**src/rtl/instr_fetch_pkg.sv**
```systemverilog
// Shared parameters for the instruction fetch block.
// Holds the opcode field width, the halt opcode and the fetch FSM state type.
package instr_fetch_pkg;

  localparam int OPCODE_WIDTH = 4;

  localparam logic [OPCODE_WIDTH-1:0] OP_HALT = 4'hF;

  typedef enum logic [2:0] {
    IDLE  = 3'd0,
    FETCH = 3'd1,
    WAIT  = 3'd2,
    ISSUE = 3'd3,
    DRAIN = 3'd4,
    DONE  = 3'd5
  } state_e;

endpackage

```
**src/rtl/instr_fetch.sv**
```systemverilog
// Instruction fetch sequencer.
// Walks the instruction BRAM from address 0 to prog_last, presenting one
// instruction at a time to the decoder with a valid/ready handshake. A halt
// opcode or the last address ends the program, then a drain period lets the
// downstream pipeline empty before done pulses.
//
// Ports:
//   clk, rst            clock, synchronous active-high reset
//   start, abort        begin execution from address 0 / return to idle
//   prog_last           last instruction address, sampled on start
//   imem_en, imem_addr  BRAM read request (address is the pc)
//   imem_rdata          BRAM read data, valid one clock after imem_en
//   instr_out/valid     instruction to the decoder
//   instr_ready         decoder accepts instr_out this cycle
//   busy, done          not idle / one-cycle completion pulse
//
// state | meaning
// IDLE  | waiting for start
// FETCH | BRAM read issued for pc
// WAIT  | BRAM data captured, halt opcode checked
// ISSUE | instruction presented until decoder accepts
// DRAIN | counting down while the pipeline empties
// DONE  | done pulse, back to IDLE
module instr_fetch
  import instr_fetch_pkg::*;
#(
  parameter int ADDR_WIDTH   = 10,
  parameter int INSTR_WIDTH  = OPCODE_WIDTH + 3 * ADDR_WIDTH + 1,
  parameter int DRAIN_CYCLES = 6
) (
  input  logic                   clk,
  input  logic                   rst,
  input  logic                   start,
  input  logic                   abort,
  input  logic [ADDR_WIDTH-1:0]  prog_last,
  output logic                   imem_en,
  output logic [ADDR_WIDTH-1:0]  imem_addr,
  input  logic [INSTR_WIDTH-1:0] imem_rdata,
  output logic [INSTR_WIDTH-1:0] instr_out,
  output logic                   instr_valid,
  input  logic                   instr_ready,
  output logic                   busy,
  output logic                   done
);

  localparam int CNT_W = (DRAIN_CYCLES > 1) ? $clog2(DRAIN_CYCLES) : 1;
  localparam logic [CNT_W-1:0]      CNT_LOAD = CNT_W'(DRAIN_CYCLES - 1);
  localparam logic [ADDR_WIDTH-1:0] PC_MAX   = '1;

  state_e                 state_q, state_d;
  logic [ADDR_WIDTH-1:0]  pc_q, pc_d;
  logic [ADDR_WIDTH-1:0]  last_q, last_d;
  logic [CNT_W-1:0]       cnt_q, cnt_d;
  logic [INSTR_WIDTH-1:0] instr_q, instr_d;
  logic                   imem_en_q, imem_en_d;
  logic                   valid_q, valid_d;
  logic                   busy_q, busy_d;
  logic                   done_q, done_d;

  always_comb begin
    state_d = state_q;
    pc_d    = pc_q;
    last_d  = last_q;
    cnt_d   = cnt_q;
    instr_d = instr_q;

    case (state_q)
      IDLE: begin
        if (start) begin
          pc_d    = '0;
          last_d  = prog_last;
          state_d = FETCH;
        end
      end
      FETCH: state_d = WAIT;
      WAIT: begin
        instr_d = imem_rdata;
        if (imem_rdata[INSTR_WIDTH-1 -: OPCODE_WIDTH] == OP_HALT) begin
          cnt_d   = CNT_LOAD;
          state_d = DRAIN;
        end else begin
          state_d = ISSUE;
        end
      end
      ISSUE: begin
        if (instr_ready) begin
          // The top address always ends the program so pc cannot wrap to 0.
          if (pc_q == last_q || pc_q == PC_MAX) begin
            cnt_d   = CNT_LOAD;
            state_d = DRAIN;
          end else begin
            pc_d    = pc_q + 1'b1;
            state_d = FETCH;
          end
        end
      end
      DRAIN: begin
        if (cnt_q == '0) begin
          state_d = DONE;
        end else begin
          cnt_d = cnt_q - 1'b1;
        end
      end
      DONE:    state_d = IDLE;
      default: state_d = IDLE;
    endcase

    if (abort) begin
      state_d = IDLE;
    end

    // Outputs are decoded from the next state so they register in step with it.
    imem_en_d = (state_d == FETCH);
    valid_d   = (state_d == ISSUE);
    busy_d    = (state_d != IDLE);
    done_d    = (state_d == DONE);
  end

  always_ff @(posedge clk) begin
    if (rst) begin
      state_q   <= IDLE;
      pc_q      <= '0;
      last_q    <= '0;
      cnt_q     <= '0;
      instr_q   <= '0;
      imem_en_q <= 1'b0;
      valid_q   <= 1'b0;
      busy_q    <= 1'b0;
      done_q    <= 1'b0;
    end else begin
      state_q   <= state_d;
      pc_q      <= pc_d;
      last_q    <= last_d;
      cnt_q     <= cnt_d;
      instr_q   <= instr_d;
      imem_en_q <= imem_en_d;
      valid_q   <= valid_d;
      busy_q    <= busy_d;
      done_q    <= done_d;
    end
  end

  assign imem_en     = imem_en_q;
  assign imem_addr   = pc_q;
  assign instr_out   = instr_q;
  assign instr_valid = valid_q;
  assign busy        = busy_q;
  assign done        = done_q;

endmodule

```
**config.mk**
```make
export PLATFORM = sky130hd
export DESIGN_NAME = instr_fetch
export DESIGN_NICKNAME = d
export VERILOG_FILES = /design/src/rtl/instr_fetch_pkg.sv /design/src/rtl/instr_fetch.sv
export SDC_FILE = /design/constraint.sdc
export NUM_CORES = 1
export LEC_CHECK = 0
export ABC_AREA = 1
export BUFFER_PORTS_ARGS = -buffer_cell sky130_fd_sc_hd__buf_4
export CELL_PAD_IN_SITES_DETAIL_PLACEMENT = 1
export CELL_PAD_IN_SITES_GLOBAL_PLACEMENT = 1
export CORE_AREA = 2 2 101 103
export DETAILED_ROUTE_END_ITERATION = 10
export DIE_AREA = 0 0 103 105
export HOLD_SLACK_MARGIN = 0.15
export PLACE_DENSITY = 0.84
export SLEW_MARGIN = 10
export SYNTH_ARGS = -nofsm -noshare
export SYNTH_HDL_FRONTEND = slang
export SYNTH_SLANG_ARGS = --single-unit
```
**constraint.sdc**
```tcl
create_clock -name clk -period 1.75 [get_ports clk]
set_clock_uncertainty 0.05 [all_clocks]
set_input_delay 0.175 -clock clk [delete_from_list [all_inputs] [get_ports clk]]
set_output_delay 0.175 -clock clk [all_outputs]
set_load 0.02 [all_outputs]
```
Word-level counts from Yosys, hierarchy flattened
Cells that the tools add are included.

Add/sub/neg operators: 2. Eq/ne operators: 16. Reductions and logical operators: 9. Mux-type cells: 16.

Operator list (number): 10-bit 2-to-1 mux (3); 3-bit 2-to-1 mux (10); 10-bit one-hot mux with 2 select lines (1); 3-bit one-hot mux with 5 select lines (1); 2-bit != test (second input constant) (6); 10-bit by 1-bit adder with 10-bit output (second input constant) (1); 10-bit == test (1); 10-bit == test (second input constant) (1); 3-bit by 2-bit == test with 1-bit output (second input constant) (3); 3-bit one-hot mux with 3 select lines (1); 3-bit by 1-bit == test with 1-bit output (second input constant) (2); 3-bit == test (second input constant) (2); 3-bit logical NOT (2); 3-bit nonzero test (2); 5-bit AND reduction (1); 4-bit == test (second input constant) (1); 4-bit AND reduction (1); 3-bit by 1-bit subtractor with 3-bit output (second input constant) (1); 2-bit AND reduction (1); 2-bit nonzero test (1); 1-bit logical OR (1).

Logic and storage cells: 52. Bits in registers: 65. Bits of input ports: 50.

Depth between registers and ports, before layout
Word-level depth: 7. Mapped depth: 12.

Worst setup path before layout
Ideal clock, no wire load.

Path type: register -> register. Start: register pc_q[0] (netlist: imem_addr[0]). End: register pc_q[0] (netlist: imem_addr[0]). Library setup time: 0.116 ns. Path buffers: 1. Cell stages (with the launch flop): 10. Data arrival time: 1.756 ns. Period minus slack after synthesis: 1.922 ns. Required time: 1.584 ns. Path slack: -0.172 ns. Cells stage by stage: dfxtp_1 > ha_1 > nand2_2 > nor3_4 > nand4_1 > nand3_1 > nand2_2 > buf_6 > a21oi_1 > nor2_1.

Cells in the longest elaborated chain, start to end: 4. Elaborated cells on any way between the ends: 9. Classes of those cells: 1 x add/sub; 3 x eq/ne; 3 x mux; 2 x reduce/logical.

Ends and longest elaborated chain: from (decl) (RTL line instr_fetch.sv:51) `logic [ADDR_WIDTH-1:0] pc_q, pc_d;`; from (signal assigned) (RTL line instr_fetch.sv:132) `pc_q <= pc_d;`; 10-bit by 1-bit adder with 10-bit output / 10-bit == test (equally long branches) (RTL line instr_fetch.sv:92, instr_fetch.sv:88); 10-bit 2-to-1 mux / 1-bit logical OR (equally long branches) (RTL line instr_fetch.sv:88) `if (pc_q == last_q || pc_q == PC_MAX) begin`; 10-bit 2-to-1 mux / 2-bit != test (equally long branches); 10-bit one-hot mux with 2 select lines / 4-bit AND reduction (equally long branches).

Parallel ways exist; a longest one is shown, timed or not. The select of a mux whose other input is x is not followed. A chain may end at the register's enable or synchronous reset.

Final worst setup path
Start: register pc_q[0] (netlist: imem_addr[0]). End: register pc_q[8] (netlist: imem_addr[8]).

Same word-level chain as after synthesis.

==> summary.md <==
The core box area is 9640 um^2, and the filler cell count is 1211. Number of antenna violations at the first check in global routing: 0. In this design, the stage delay of the slowest critical-path cell is 0.39 ns. The final critical-path share of the clock period is 0.955, and the worst-path maximum fanout is 6. Measured in cells, the most critical reg-to-reg path has a length of 9. The average routed wire per standard cell is 14.9 um, and the maximum root-to-sink buffer count is 2.

The fraction of layout cells with a size suffix above 1 was 0.286; the number of clock buffers inserted by TritonCTS was 9. The HPWL reported at the end of detailed placement was 6.45 mm. Net count reported at finish: 608. The design draws 3.35 mW. After clock tree synthesis, the clock-pin slew on the worst setup and hold paths is 0.07 ns. From left edge to right edge, the die measures 103 um.

The max-slew violation count was 0. The mapped netlist covers 2830 um^2. In this run the critical register-to-register path is captured at imem_addr[8]. The min-delay analysis places its worst path in the category in -> reg. The setup check on the worst reg-to-reg path leaves a slack of 0.08 ns.

The logs give 0.293 for the starting density of the core and 2.11 nW for the leakage component of the power. The logs give 0.744 for the headroom to the max-slew limit and 10800 um^2 for the total die area. Global routing finished with a remaining overflow of 0. Number of max-cap violations: 0.

STA puts the critical path data required time at 1.94 ns. The fraction of the mapped netlist area in adder cells was 0.0133. Vias after detailed routing: 3212. For the TritonCTS sink count, the log shows 65. Counting every instance in the synthesized netlist gives 398. The flow ran to the end, and the final reports show no timing, DRC or antenna violations. The critical path starts at imem_addr[0]. CTS placed an instance of sky130_fd_sc_hd__clkbuf_8 at the clock tree root. Summed over all nets, wire length on met3 after detailed routing comes to 608 um. The startpoint identified for the worst register-to-register timing path is imem_addr[0].

The tools report the number of iterations in the first detailed-routing pass as 4. TritonCTS built the clock tree. The critical path is of the reg -> reg type. When the netlist entered floorplanning its net count stood at 451. The tools report the number of setup violations in the final report as 0. In the layout the commonest cells are sky130_fd_sc_hd__buf_4 (117), sky130_fd_sc_hd__nor2_1 (102), sky130_fd_sc_hd__dfxtp_1 (60). The highest layer used for signal routing was met4.

The number of DRC violations after detailed-routing iteration 0 came out at 79. STA classifies the critical path startpoint as a flop. The mean area per synthesized cell is 7.10 um^2, and the arrival time of data at the critical path endpoint is 1.86 ns.

The parity-gate share of the synthesized area counting xor and xnor cells came out at 0.0186. The number of buffers added on ports is 98, and the routability congestion estimate is 0.817. The simple-gate portion of the synthesized area works out to 0.302. The logs give 0.471 for the share of the core filled with cells and 0 for the post-route antenna net violation count. The vertical die dimension was 105 um; the cell row count was 36.

For this run, design rule violations remaining after detail routing come to 0. From synthesis to final layout, the design area changed by 60.6%. The largest net degree at the start of global routing is 50, and the power per unit of standard cell area is 739 nW/um^2.

The post-synthesis register bit count is 65. 0 antenna diodes ended up in the layout. Using the TritonRoute via totals, the vias-per-cell ratio works out to 4.63. The run gives 3495 as the via count of the first global-routing pass. Once placement finished, the instance area stood at 3800 um^2.

CTS H-tree depth: 3. By area, the combinational part of the netlist is dominated by simple AND/OR/NAND/NOR gates. The hold violation count in the final report is 0. The post-route cell area is 4540 um^2. The most common cell after layout, fill and taps aside was sky130_fd_sc_hd__buf_4. The source-to-sink clock delay at the later pin of the worst-skew pair was 0.34 ns; the sequential fraction of the synthesis area was 0.461.

In the final routing, the length of wire on met1 measures 4.18 mm. The number of distinct library cell variants in the gate-level netlist after synthesis was 27; the global-route wire length before repair was 16.5 mm. The slowest stage of the critical path belongs to the cell sky130_fd_sc_hd__dfxtp_4. The all-layer global routing usage was 0.196; the number of warnings reported in the yosys synthesis log was 0. For the finished layout, the period the worst path requires is 1.67 ns. Derived from the worst setup path, the maximum achievable clock frequency is 0.598 GHz. The proportion of synthesized area in mux cells was 0; the met2 wire length was 5.25 mm.

After routing, the total negative slack on setup checks comes to 0 ns. The maximum VDD drop is 0.000348 V, and the I/O pin count is 99. The synthesized-area fraction occupied by ao, oa, aoi and oai cells was 0.126; the slew at the pin closest to its max-slew limit was 0.384 ns. Summed over all layers, the routed wires come to 10.3 mm. The worst setup path is captured at a flop. The critical path goes through ha_4 > nand2_2 > nor3_4 > nand4_1 > nand3_2 > nand2_4 > buf_4 > nand3_1 > a21oi_2. In this run the worst setup path terminates at imem_addr[8].
[power breakdown]
group | total (mW) | switching [mW] | internal [mW]
combinational | 0.484 | 0.234 | 0.250
sequential | 1.56 | 0.0315 | 1.53
clock | 1.31 | 0.617 | 0.693
total | 3.35 | 0.883 | 2.47
[critical path: cells and delay by family, from the launching register on]
family | cells | cell delay [ns]
AOI/OAI and AO/OA | 1 | 0.07
adders and majority gates | 1 | 0.16
buffers and inverters | 1 | 0.17
DFF | 1 | 0.39
and+or+nand+nor | 6 | 0.73
[kinds of logic (layout without fill, tap and decap cells)]
logic type,Yosys count,in the layout
simple gates,201,201
buf+inv,52,214
compound gates,71,71
xor+xnor,6,6
flops,65,65
fa+ha+maj,3,3
[state kept, by name, indices dropped and copies added, names as in the netlist]
name / flops
done: 1
instr_out: 35
instr_valid: 1
cnt_q: 3
state_q: 3
last_q: 10
busy: 1
imem_en: 1
imem_addr: 10
[Yosys cell counts]
master	n	share of area
sky130_fd_sc_hd__nor3_2	1	0.0035
sky130_fd_sc_hd__xnor2_1	2	0.0062
sky130_fd_sc_hd__nand2_2	5	0.011
sky130_fd_sc_hd__ha_1	3	0.013
sky130_fd_sc_hd__xor2_1	4	0.012
sky130_fd_sc_hd__nand4_1	2	0.0044
sky130_fd_sc_hd__dfxtp_1	65	0.46
sky130_fd_sc_hd__o21ai_0	50	0.089
sky130_fd_sc_hd__buf_6	2	0.0080
sky130_fd_sc_hd__nor3b_1	1	0.0027
sky130_fd_sc_hd__inv_2	3	0.0040
sky130_fd_sc_hd__nand3_2	1	0.0035
sky130_fd_sc_hd__or2_1	1	0.0022
sky130_fd_sc_hd__a31oi_1	1	0.0022
sky130_fd_sc_hd__nor2_1	103	0.14
sky130_fd_sc_hd__nand3_1	22	0.039
sky130_fd_sc_hd__clkbuf_1	12	0.016
sky130_fd_sc_hd__nand3b_1	1	0.0027
sky130_fd_sc_hd__a21oi_1	20	0.035
sky130_fd_sc_hd__buf_2	4	0.0071
sky130_fd_sc_hd__nor3_1	2	0.0035
sky130_fd_sc_hd__buf_1	1	0.0013
sky130_fd_sc_hd__inv_1	29	0.039
sky130_fd_sc_hd__nand2_1	59	0.078
sky130_fd_sc_hd__and3_1	1	0.0022
sky130_fd_sc_hd__clkbuf_8	1	0.0049
sky130_fd_sc_hd__nor3_4	2	0.012
[timing repair]
item	in CTS	in global routing
pin swaps	2	4
endpoints found under the hold margin	56	0
buffers inserted	0	1
gates resized for setup	5	15
endpoints found under the setup margin	12	17
hold buffers	47	0
[cell type report]
cell class	instances	area, um^2	share of cell area
repair buffers	166	1380	0.304
multi-input cells	281	1360	0.300
flip-flops and latches	65	1310	0.289
well taps	133	166	0.0367
clock buffers	11	141	0.0312
inverters	32	120	0.0265
clock inverters	5	55.1	0.0121
[through the flow]
step	hold slack (ns)	cells	setup WS (ns)
final	0.188	693	0.0784
after global routing	0.192	693	-0.0601
after CTS	0.164	692	0.0128
after detailed placement	0.358	629	-0.0609
after global placement	0.347	629	0.0503
after floorplan	0.260	398	0.0228
[routing by layer]
metal / global-route usage / vias to the layer above
met5: 0 / -
met4: 0.0677 / 0
met3: 0.0642 / 24
met2: 0.348 / 95
met1: 0.215 / 1514
li1: - / 1579
[worst min-delay path by stage]
| stage | start | endpoint | slack [ns] | depth (start not counted) |
|---|---|---|---|---|
| 2_1_floorplan | imem_rdata[0] | instr_out[0] | 0.26 | 2 |
| 3_3_place_gp | imem_rdata[14] | instr_out[14] | 0.35 | 3 |
| 3_5_place_dp | imem_rdata[20] | instr_out[20] | 0.36 | 3 |
| 4_1_cts | instr_ready | state_q[2] | 0.16 | 5 |
| 5_1_grt | instr_ready | state_q[2] | 0.19 | 5 |
| 6_report | instr_ready | state_q[2] | 0.19 | 5 |
Power figures use the tool's default switching activity.
